==> src/rtl/pipe_stage_elastic_pkg.sv <==
// Shared defaults and sizing helpers for the elastic pipeline stage.
package pipe_stage_elastic_pkg;

    localparam int DEF_DATA_W = 32;
    localparam int DEF_DEPTH  = 2;
    localparam int DEF_CNT_W  = 16;

    // A single-entry stage still needs a 1-bit pointer so the vectors stay legal.
    function automatic int ptr_width(input int depth);
        return (depth > 1) ? $clog2(depth) : 1;
    endfunction

endpackage

==> src/rtl/pipe_stage_elastic_fifo_mem.sv <==
// DEPTH x DATA_W register array for the elastic stage: one write port, asynchronous read.
module pipe_fifo_mem
    import pipe_stage_elastic_pkg::*;
#(
    parameter int DATA_W = DEF_DATA_W,
    parameter int DEPTH  = DEF_DEPTH,
    parameter int PTR_W  = ptr_width(DEPTH)
) (
    input  logic              clk,
    input  logic              we,
    input  logic [PTR_W-1:0]  waddr,
    input  logic [DATA_W-1:0] wdata,
    input  logic [PTR_W-1:0]  raddr,
    output logic [DATA_W-1:0] rdata
);

    // Payload storage carries no reset; validity is tracked by the stage's count.
    logic [DATA_W-1:0] mem [DEPTH];

    always_ff @(posedge clk) begin
        if (we) begin
            mem[waddr] <= wdata;
        end
    end

    assign rdata = mem[raddr];

endmodule

==> src/rtl/pipe_stage_elastic.sv <==
// Elastic pipeline stage: skid FIFO with valid/ready handshake, synchronous flush,
// zero-payload bubbles and a saturating bubble counter.
module pipe_stage_elastic
    import pipe_stage_elastic_pkg::*;
#(
    parameter int DATA_W         = DEF_DATA_W,
    parameter int DEPTH          = DEF_DEPTH,
    parameter int ZERO_ON_BUBBLE = 1,
    parameter int CNT_W          = DEF_CNT_W
) (
    input  logic                         clk,
    input  logic                         rst,
    input  logic                         flush,
    input  logic                         in_valid,
    output logic                         in_ready,
    input  logic [DATA_W-1:0]            in_data,
    output logic                         out_valid,
    input  logic                         out_ready,
    output logic [DATA_W-1:0]            out_data,
    output logic [$clog2(DEPTH+1)-1:0]   occupancy,
    output logic [CNT_W-1:0]             bubble_cnt
);

    localparam int PTR_W = ptr_width(DEPTH);
    localparam int OCC_W = $clog2(DEPTH + 1);
    localparam logic [PTR_W-1:0] LAST_PTR = PTR_W'(DEPTH - 1);
    localparam logic [OCC_W-1:0] FULL_CNT = OCC_W'(DEPTH);

    logic [OCC_W-1:0]  count;
    logic [PTR_W-1:0]  rd_ptr;
    logic [PTR_W-1:0]  wr_ptr;
    logic [DATA_W-1:0] head;
    logic              push;
    logic              pop;

    // A full stage still accepts when the head leaves in the same cycle.
    assign in_ready  = ~flush & ((count < FULL_CNT) | out_ready);
    assign out_valid = ~flush & (count != '0);
    assign push      = in_valid & in_ready;
    assign pop       = out_valid & out_ready;
    assign occupancy = count;

    generate
        if (ZERO_ON_BUBBLE != 0) begin : g_zero_bubble
            assign out_data = out_valid ? head : '0;
        end else begin : g_raw_head
            assign out_data = head;
        end
    endgenerate

    function automatic logic [PTR_W-1:0] ptr_next(input logic [PTR_W-1:0] p);
        return (p == LAST_PTR) ? '0 : p + 1'b1;
    endfunction

    pipe_fifo_mem #(
        .DATA_W (DATA_W),
        .DEPTH  (DEPTH),
        .PTR_W  (PTR_W)
    ) u_mem (
        .clk   (clk),
        .we    (push),
        .waddr (wr_ptr),
        .wdata (in_data),
        .raddr (rd_ptr),
        .rdata (head)
    );

    always_ff @(posedge clk or negedge rst) begin
        if (!rst) begin
            count  <= '0;
            rd_ptr <= '0;
            wr_ptr <= '0;
        end else if (flush) begin
            count  <= '0;
            rd_ptr <= '0;
            wr_ptr <= '0;
        end else begin
            if (push) begin
                wr_ptr <= ptr_next(wr_ptr);
            end
            if (pop) begin
                rd_ptr <= ptr_next(rd_ptr);
            end
            if (push & ~pop) begin
                count <= count + 1'b1;
            end else if (pop & ~push) begin
                count <= count - 1'b1;
            end
        end
    end

    // Flush cycles present out_valid=0, so they count as bubbles when downstream is ready.
    always_ff @(posedge clk or negedge rst) begin
        if (!rst) begin
            bubble_cnt <= '0;
        end else if (out_ready & ~out_valid & (bubble_cnt != '1)) begin
            bubble_cnt <= bubble_cnt + 1'b1;
        end
    end

endmodule

==> config.mk <==
export PLATFORM = sky130hd
export DESIGN_NAME = pipe_stage_elastic
export DESIGN_NICKNAME = d
export VERILOG_FILES = /design/src/rtl/pipe_stage_elastic_pkg.sv /design/src/rtl/pipe_stage_elastic_fifo_mem.sv /design/src/rtl/pipe_stage_elastic.sv
export SDC_FILE = /design/constraint.sdc
export NUM_CORES = 1
export LEC_CHECK = 0
export BUFFER_PORTS_ARGS = -buffer_cell sky130_fd_sc_hd__buf_2
export CORE_AREA = 5 5 103 105
export DETAILED_ROUTE_END_ITERATION = 8
export DIE_AREA = 0 0 108 110
export GPL_ROUTABILITY_DRIVEN = 0
export MAX_ROUTING_LAYER = met4
export RECOVER_POWER = 25
export REMOVE_ABC_BUFFERS = 1
export SYNTH_ARGS = -nofsm -noshare
export SYNTH_HDL_FRONTEND = slang
export SYNTH_HIERARCHICAL = 1
export SYNTH_SLANG_ARGS = --single-unit
==> constraint.sdc <==
create_clock -name clk -period 2.97 [get_ports clk]
set_clock_uncertainty 0.15 [all_clocks]
set_input_delay 0.594 -clock clk [delete_from_list [all_inputs] [get_ports clk]]
set_output_delay 0.594 -clock clk [all_outputs]
set_load 0.02 [all_outputs]
# ---- After elaboration in Yosys (flattened, before gate mapping)
# Memories as Yosys holds them, arrays and structs flattened.
# Cells that the tools add are included.
dict set report totals {
  memories 1
  wordCells 41
  out_inout_bits 52
  ramBits 64
  regBits 20
}
# name depth word_bits read_ports rd_ports_with_merged_regs write_ports line
set memory_table {}
lappend memory_table {u_mem.mem 2 32 1 0 1 pipe_stage_elastic_fifo_mem.sv:18} ;# logic [DATA_W-1:0] mem [DEPTH];
dict set report classes {
  bitwise 13
  add_sub_neg 5
  eq_ne 1
  n_reduce_logical 4
  magnitude_cmp 1
  muxes 12
}
# cell n
set op_table {}
lappend op_table {{two-way mux 32 bit} 1}
lappend op_table {{adder 16 x 1 -> 16 bit, second input constant} 1}
lappend op_table {{inequality test 16 bit, second input constant} 1}
lappend op_table {{AND 1 bit} 8}
lappend op_table {{two-way mux 1 bit} 8}
lappend op_table {{two-way mux 2 bit} 3}
lappend op_table {{nonzero test 2 bit} 3}
lappend op_table {{inverter 1 bit} 4}
lappend op_table {{nonzero test 3 bit} 1}
lappend op_table {{adder 1 bit, second input constant} 2}
lappend op_table {{adder 2 x 1 -> 2 bit, second input constant} 1}
lappend op_table {{< comparator 2 bit, second input constant} 1}
lappend op_table {{subtractor 2 x 1 -> 2 bit, second input constant} 1}
lappend op_table {{bitwise OR 1 bit} 1}

# ---- Logic depth before layout (Yosys ltp)
# Gate-level depths: netlist (run 1).
dict set report depth {
  depth_word 9
  depth_mapped 5
  ltp_nobuf 5
}

# ---- By module
# Netlist (run 1), hierarchy kept.
# mod n_inst cells_each area_per_inst_um2
set by_module_without_submodules {}
lappend by_module_without_submodules {pipe_fifo_mem 1 102 2478.6}
lappend by_module_without_submodules {pipe_stage_elastic 1 128 1226.2}

# ---- Worst setup path after synthesis (run 1)
# Ideal clock, no wire load.
dict set report synth_path {
  kind {input port to flip-flop}
  start {input out_ready}
  end {memory u_mem/mem[0][0] in the netlist's numbering (enable)}
  stages 4
  setup_slack_ps -347
  setup_time_ps 425
  n_path_buf 0
  arrival_time_ps 2742
  cell_sequence {inv_1 -> a21oi_1 -> and2_1 -> nor2b_1}
}
dict set report synth_via {
  elab_chain_cells 5
}
# item line
set synth_lines {}
lappend synth_lines {{start: declaration} pipe_stage_elastic.sv:18} ;# input logic out_ready,
lappend synth_lines {{bitwise OR 1 bit} pipe_stage_elastic.sv:37} ;# assign in_ready = ~flush & ((count < FULL_CNT) | out_ready);
lappend synth_lines {{AND 1 bit} pipe_stage_elastic.sv:37}
lappend synth_lines {{named net in_ready} pipe_stage_elastic.sv:15} ;# output logic in_ready,
lappend synth_lines {{AND 1 bit} pipe_stage_elastic.sv:39} ;# assign push = in_valid & in_ready;
lappend synth_lines {{named net push} pipe_stage_elastic.sv:33} ;# logic push;
lappend synth_lines {{two-way mux 1 bit} pipe_stage_elastic_fifo_mem.sv:21} ;# if (we) begin
lappend synth_lines {{two-way mux 1 bit (not written as such)} pipe_stage_elastic_fifo_mem.sv:22} ;# mem[waddr] <= wdata;
lappend synth_lines {{end: declaration} pipe_stage_elastic_fifo_mem.sv:18}
# The timed path passes the listed nets, and every way through them passes these cells.

# ---- Final worst setup path (run 1)
dict set report layout_path {
  start {register rd_ptr}
  end {output out_data[0]}
}
dict set report layout_via {
  elab_chain_cells 2
}
# item line
set layout_lines {}
lappend layout_lines {{start: declaration} pipe_stage_elastic.sv:30} ;# logic [PTR_W-1:0] rd_ptr;
lappend layout_lines {{start signal: assignment} pipe_stage_elastic.sv:82} ;# rd_ptr <= ptr_next(rd_ptr);
lappend layout_lines {{memory read (2 x 32 bit)} -}
lappend layout_lines {{named net head[0]} pipe_stage_elastic.sv:32} ;# logic [DATA_W-1:0] head;
lappend layout_lines {{two-way mux 32 bit} pipe_stage_elastic.sv:45} ;# assign out_data = out_valid ? head : '0;
lappend layout_lines {{end: declaration} pipe_stage_elastic.sv:19} ;# output logic [DATA_W-1:0] out_data,
# The timed path passes the listed nets, and every way through them passes these cells.

==> run metrics, run 1 <==
status completed; largest family of logic cells by synthesized area multiplexers; part of the cycle the worst path needs around nine tenths; Global Route Usage Sum 12.0%; setup violators final 0; first-pass GRT wire length 10500 um; Max FO, Critical Path 14; wire length per cell 14.5 um; Synth Register Bits 84; die width 108 um; hold violation count in the final report 0; Flop pwr share 53.9%; drt via density roughly 4.6; Synth Warn # 6; CTS Sinks 84; drt pass-1 iters 6; Initial DRC Count 43; Post-CTS Setup Inserts 0; Syn Area/Cell 16.1 um^2; Syn Std Cell Area approximately 0.0037 mm^2; WS Path Type flop to output port; clock group share of total power 28.6%; commonest non-fill, non-tap cell in the layout buf_2; post-layout minimum cycle time 2.66 ns; CP required 2.23 ns; grt met3 use 3.03%; Cells after Synth 230; antenna violations before repair 1; CP startpoint kind flop; number of buffers added on ports slightly below 90; GR peak layer met2; sw frac around 28%; Pwr Total 2.74 mW; Logic pwr share 17.4%; switching pwr between 700 and 800 uW; Top-Level Pins 89; sequential area share after synthesis between 60 and 70%; pwr/cell area 611 mW/mm^2; setup TNS 0 ns; global route overflow 0; Setup crit end kind output port; Leak 1.86 nW; Root Buffer clkbuf_8; CTS Hold Bufs 0; reg2reg setup slack roughly 0.95 ns; worst slew pin tran 1.07 ns; hpwl dp 4860 um; Max Slew Vio Count 0; met1 usage 15.3%; Remaining DRCs 0; mux share of post-synthesis cell area 13.6%; Initial Util 38.8%; Adder-Cell Fraction of Synth Area 0.338%; Slew HR 28.9%; post-synthesis xor/xnor area fraction 3.55%; Final #Nets 364; core area 0.00955 mm^2; maximum VDD drop 371 uV; Fillers just under 900; Max Root-Sink Buffers 2; worst hold path type primary input to async pin; area delta synth->final 20.8%; cell-internal power 1.97 mW; Routed Antenna Nets 0; post-CTS sizing 0; largest net degree at the start of global routing 36; MaxCap Viol Count 0; leading cell types in the layout, fill and taps excluded buf_2, edfxtp_1, and2_1; clk_lat worst skew 0.34 ns; H-Tree Depth 3; Worst-path clk slew 0.08 ns; fmax 0.376 GHz; CTS tree yes; vias in the first global route 2129; Synth Area in Simple Gates 12.7%; Compound-Gate Fraction of Synth Area under 10%; Die ar. 0.0119 mm^2; Core Rows 36; Worst EP arrival 1.92 ns; distinct cell type count after synthesis 34; DIE HEIGHT about 110 um; vias 2119; met2 Usage GRT a little under a fifth; unrepaired setup endpoints after global routing no; CTS Buf Count 9; final WL 6740 um; share of cells above drive strength 1 approximately two fifths
synthesized netlist by cell type:
cell	n	area share (%)
and2_1	34	5.7
o2111ai_1	1	0.24
nand3_1	5	0.68
nor4b_1	2	0.47
nor3b_1	2	0.41
buf_6	1	0.30
a21oi_1	2	0.27
nor3b_2	1	0.34
nand2b_1	2	0.34
inv_1	2	0.20
mux2i_1	2	0.54
dfrtp_1	20	14
mux2_4	30	12
mux2_2	3	0.91
or4_4	1	0.30
buf_2	1	0.13
nand2_1	3	0.30
nor3_1	7	0.95
o31ai_1	1	0.20
o211ai_1	1	0.20
nand4_1	4	0.68
nor2b_1	2	0.34
edfxtp_1	64	52
nor4_4	1	0.57
nor2_1	7	0.71
and4_1	1	0.24
clkbuf_1	3	0.30
o21ba_4	1	0.44
and3_1	2	0.34
buf_12	3	1.6
xor2_1	15	3.5
nor3_2	1	0.27
o21ai_0	4	0.54
ha_1	1	0.34
registers in the layout, summed over array words and instances, names as in the netlist:
name	cells
u_mem/mem	64
bubble_cnt	16
occupancy	2
rd_ptr	1
wr_ptr	1
power groups by stage:
stage	clock [mW]	combinational (mW)	sequential, mW
6_report	0.784	0.477	1.47
5_1_grt	0.857	0.521	1.49
4_1_cts	0.808	0.488	1.47
3_5_place_dp	0	0.488	1.50
3_3_place_gp	0	0.478	1.50
2_1_floorplan	0	0.231	1.56
path summary, 6_finish.rpt:
| kind | endpoint | cells after the start | from |
|---|---|---|---|
| setup / recovery | out_data[0] | 4 | rd_ptr |
| hold reg to reg | bubble_cnt[14] | 1 | bubble_cnt[14] |
| hold / removal | bubble_cnt[15] | 1 | rst |
| setup reg to reg | bubble_cnt[1] | 4 | occupancy[0] |
| min in group clk | u_mem/mem[1][2] | 1 | in_data[2] |
| max in group asynchronous | rd_ptr | 1 | rst |
layer usage:
| metal | wire length (um) | up-vias |
|---|---|---|
| met1 | 3180 | 1009 |
| met3 | 455 | 11 |
| met2 | 3010 | 68 |
| met5 | 0 | - |
| met4 | 99 | 0 |
| li1 | - | 1031 |
worst max-delay path, cell delays in order, from the launching register on:
cell	delay [ns]
dfrtp_2	0.66
buf_4	0.30
mux2_4	0.31
and2_1	0.13
buf_2	0.15
stage by stage:
step	hold slack, ns	area [um^2]	utilization (%)	std cells	setup WS (ns)
finish	0.271	4480	46.9	464	0.309
global route	0.266	4480	46.9	464	0.200
CTS	0.0335	4490	47.0	463	0.239
detailed placement	0.351	4300	45.0	448	0.625
global placement	0.351	4300	45.0	448	0.620
floorplan	0.148	3620	-	222	-0.347
cell type report:
type	instances	area (um^2)	share of cell area (%)
flip-flops and latches	84	2420	54.2
multi-input cells	136	1200	26.7
repair buffers	93	489	10.9
well taps	133	166	3.72
clock buffers	9	124	2.77
clock inverters	6	66.3	1.48
inverters	2	7.51	0.168
diodes	1	2.50	0.0559
cells by family after synthesis:
group / count (synthesis)
flops: 84
simple gates: 75
mux: 35
xor+xnor: 15
compound gates: 10
buf+inv: 10
fa+ha+maj: 1
Power figures use the tool's default switching activity.
==> run 2, diff against run 1 <==
- CORE_AREA: 5 5 103 105 -> 5 5 94 96
- DIE_AREA: 0 0 108 110 -> 0 0 99 101
- PLACE_DENSITY: default -> 0.75
==> run metrics, run 2 (synthesis results as in run 1) <==
status completed; MaxCap Viol Count 0; final WL between 6000 and 7000 um; leading cell types in the layout, fill and taps excluded buf_2, edfxtp_1, and2_1; Leak 1.85 nW; clk_lat worst skew 0.34 ns; Post-CTS Setup Inserts 0; switching pwr 764 uW; Setup crit end kind output port; CP startpoint kind flop; Max Root-Sink Buffers 2; hold violation count in the final report 0; max reg flops 64; CP required 2.23 ns; drt pass-1 iters 4; setup TNS 0 ns; Root Buffer clkbuf_8; setup violators final 0; worst hold path type primary input to flop; H-Tree Depth 3; CTS Sinks 84; wire length per cell ~14 um; part of the cycle the worst path needs approximately four fifths; Slew HR 25.2%; worst setup margin 0.583 ns; pwr/cell area 620 mW/mm^2; Flop pwr share 53.6%; clock group share of total power between 20% and 30%; Max Slew Vio Count 0; Design Area, Final ~0.0044 mm^2; WS Path Type flop to output port; unrepaired setup endpoints after global routing no; Non-Filler Instances 434; Antenna Cells 0; Global Route Usage Sum 13.4%; drt via density 4.87; vias in the first global route 2202; fmax 0.419 GHz; Initial Util 46.5%; Post-DP Area 0.00423 mm^2; Top-Level Pins 89; post-layout minimum cycle time between 2 and 2.5 ns; commonest non-fill, non-tap cell in the layout buf_2; Max FO, Critical Path 33; Core Util, Final 55.4%; post-CTS sizing 0; DIE HEIGHT ~100 um; Routed Antenna Nets 0; hpwl dp approximately 4300 um; number of buffers added on ports 88; Worst-path clk slew 0.09 ns; Die ar. ~0.01 mm^2; placed insts 418; cell-internal power between 1.5 and 2 mW; Biggest register u_mem/mem; Logic pwr share 17.4%; largest net degree at the start of global routing 36; Worst EP arrival 1.64 ns; global route overflow 0; maximum VDD drop 511 uV; first-pass GRT wire length just over 10000 um; Remaining DRCs 0; antenna violations before repair 0; vias between 2000 and 2500; CTS Hold Bufs 0; area delta synth->final 19.2%; CTS Buf Count 9; Core Rows 33; worst slew pin tran 1.12 ns; sw frac between 20% and 30%; core area 0.00797 mm^2; Initial DRC Count just under 90; CTS tree yes; die width 99 um; dpl ws between 0.6 and 0.7 ns; share of cells above drive strength 1 40.7%; Final #Nets 362
==> run 2: through the flow <==
stage	hold slack (ns)	power, mW
2_1_floorplan	0.148	1.79
3_3_place_gp	0.354	1.96
3_5_place_dp	0.361	1.97
4_1_cts	0.0408	2.78
5_1_grt	0.262	2.88
6_report	0.286	2.74
==> run 2: worst paths after layout <==
path                           startpoint              end  slack (ns)  cells after the start
setup / recovery                   rd_ptr     out_data[29]        0.58                      4
hold / removal                 in_data[7]  u_mem/mem[1][7]        0.29                      1
setup reg to reg             occupancy[0]    bubble_cnt[1]        0.96                      4
hold reg to reg            bubble_cnt[12]   bubble_cnt[12]        0.37                      1
max in group asynchronous             rst           rd_ptr        1.62                      1
min in group asynchronous             rst    bubble_cnt[6]        0.30                      1
==> run 2: per-layer routing <==
metal / vias to the layer above / GRT usage, % / share of wire [%]
met1: 1003 / 16.5 / 44
li1: 1027 / - / -
met2: 79 / 21.0 / 47
met3: 6 / 4.08 / 7.3
met4: 0 / 4.62 / 0.91
met5: - / - / 0
==> run 2: cell type report <==
type	count	area, um^2
tap	105	131
timing repair buffer	91	460
clock inverter	7	75.1
inverter	2	7.51
fill	659	3550
multi-input combinational	136	1190
clock buffer	9	124
sequential	84	2420
==> run 2: worst max-delay path, stage by stage, from the launching register on <==
cell and delay, ns:
dfrtp_2 0.38, buf_12 0.25, mux2_2 0.37, and2_1 0.13
buf_2 0.15
==> run 2: power by group through the flow <==
stage,Sequential (mW),Combinational [mW],Clock (mW)
after floorplan,1.56,0.231,0
after global placement,1.49,0.476,0
after detailed placement,1.49,0.486,0
after CTS,1.46,0.486,0.826
after global routing,1.48,0.521,0.878
final,1.47,0.476,0.795
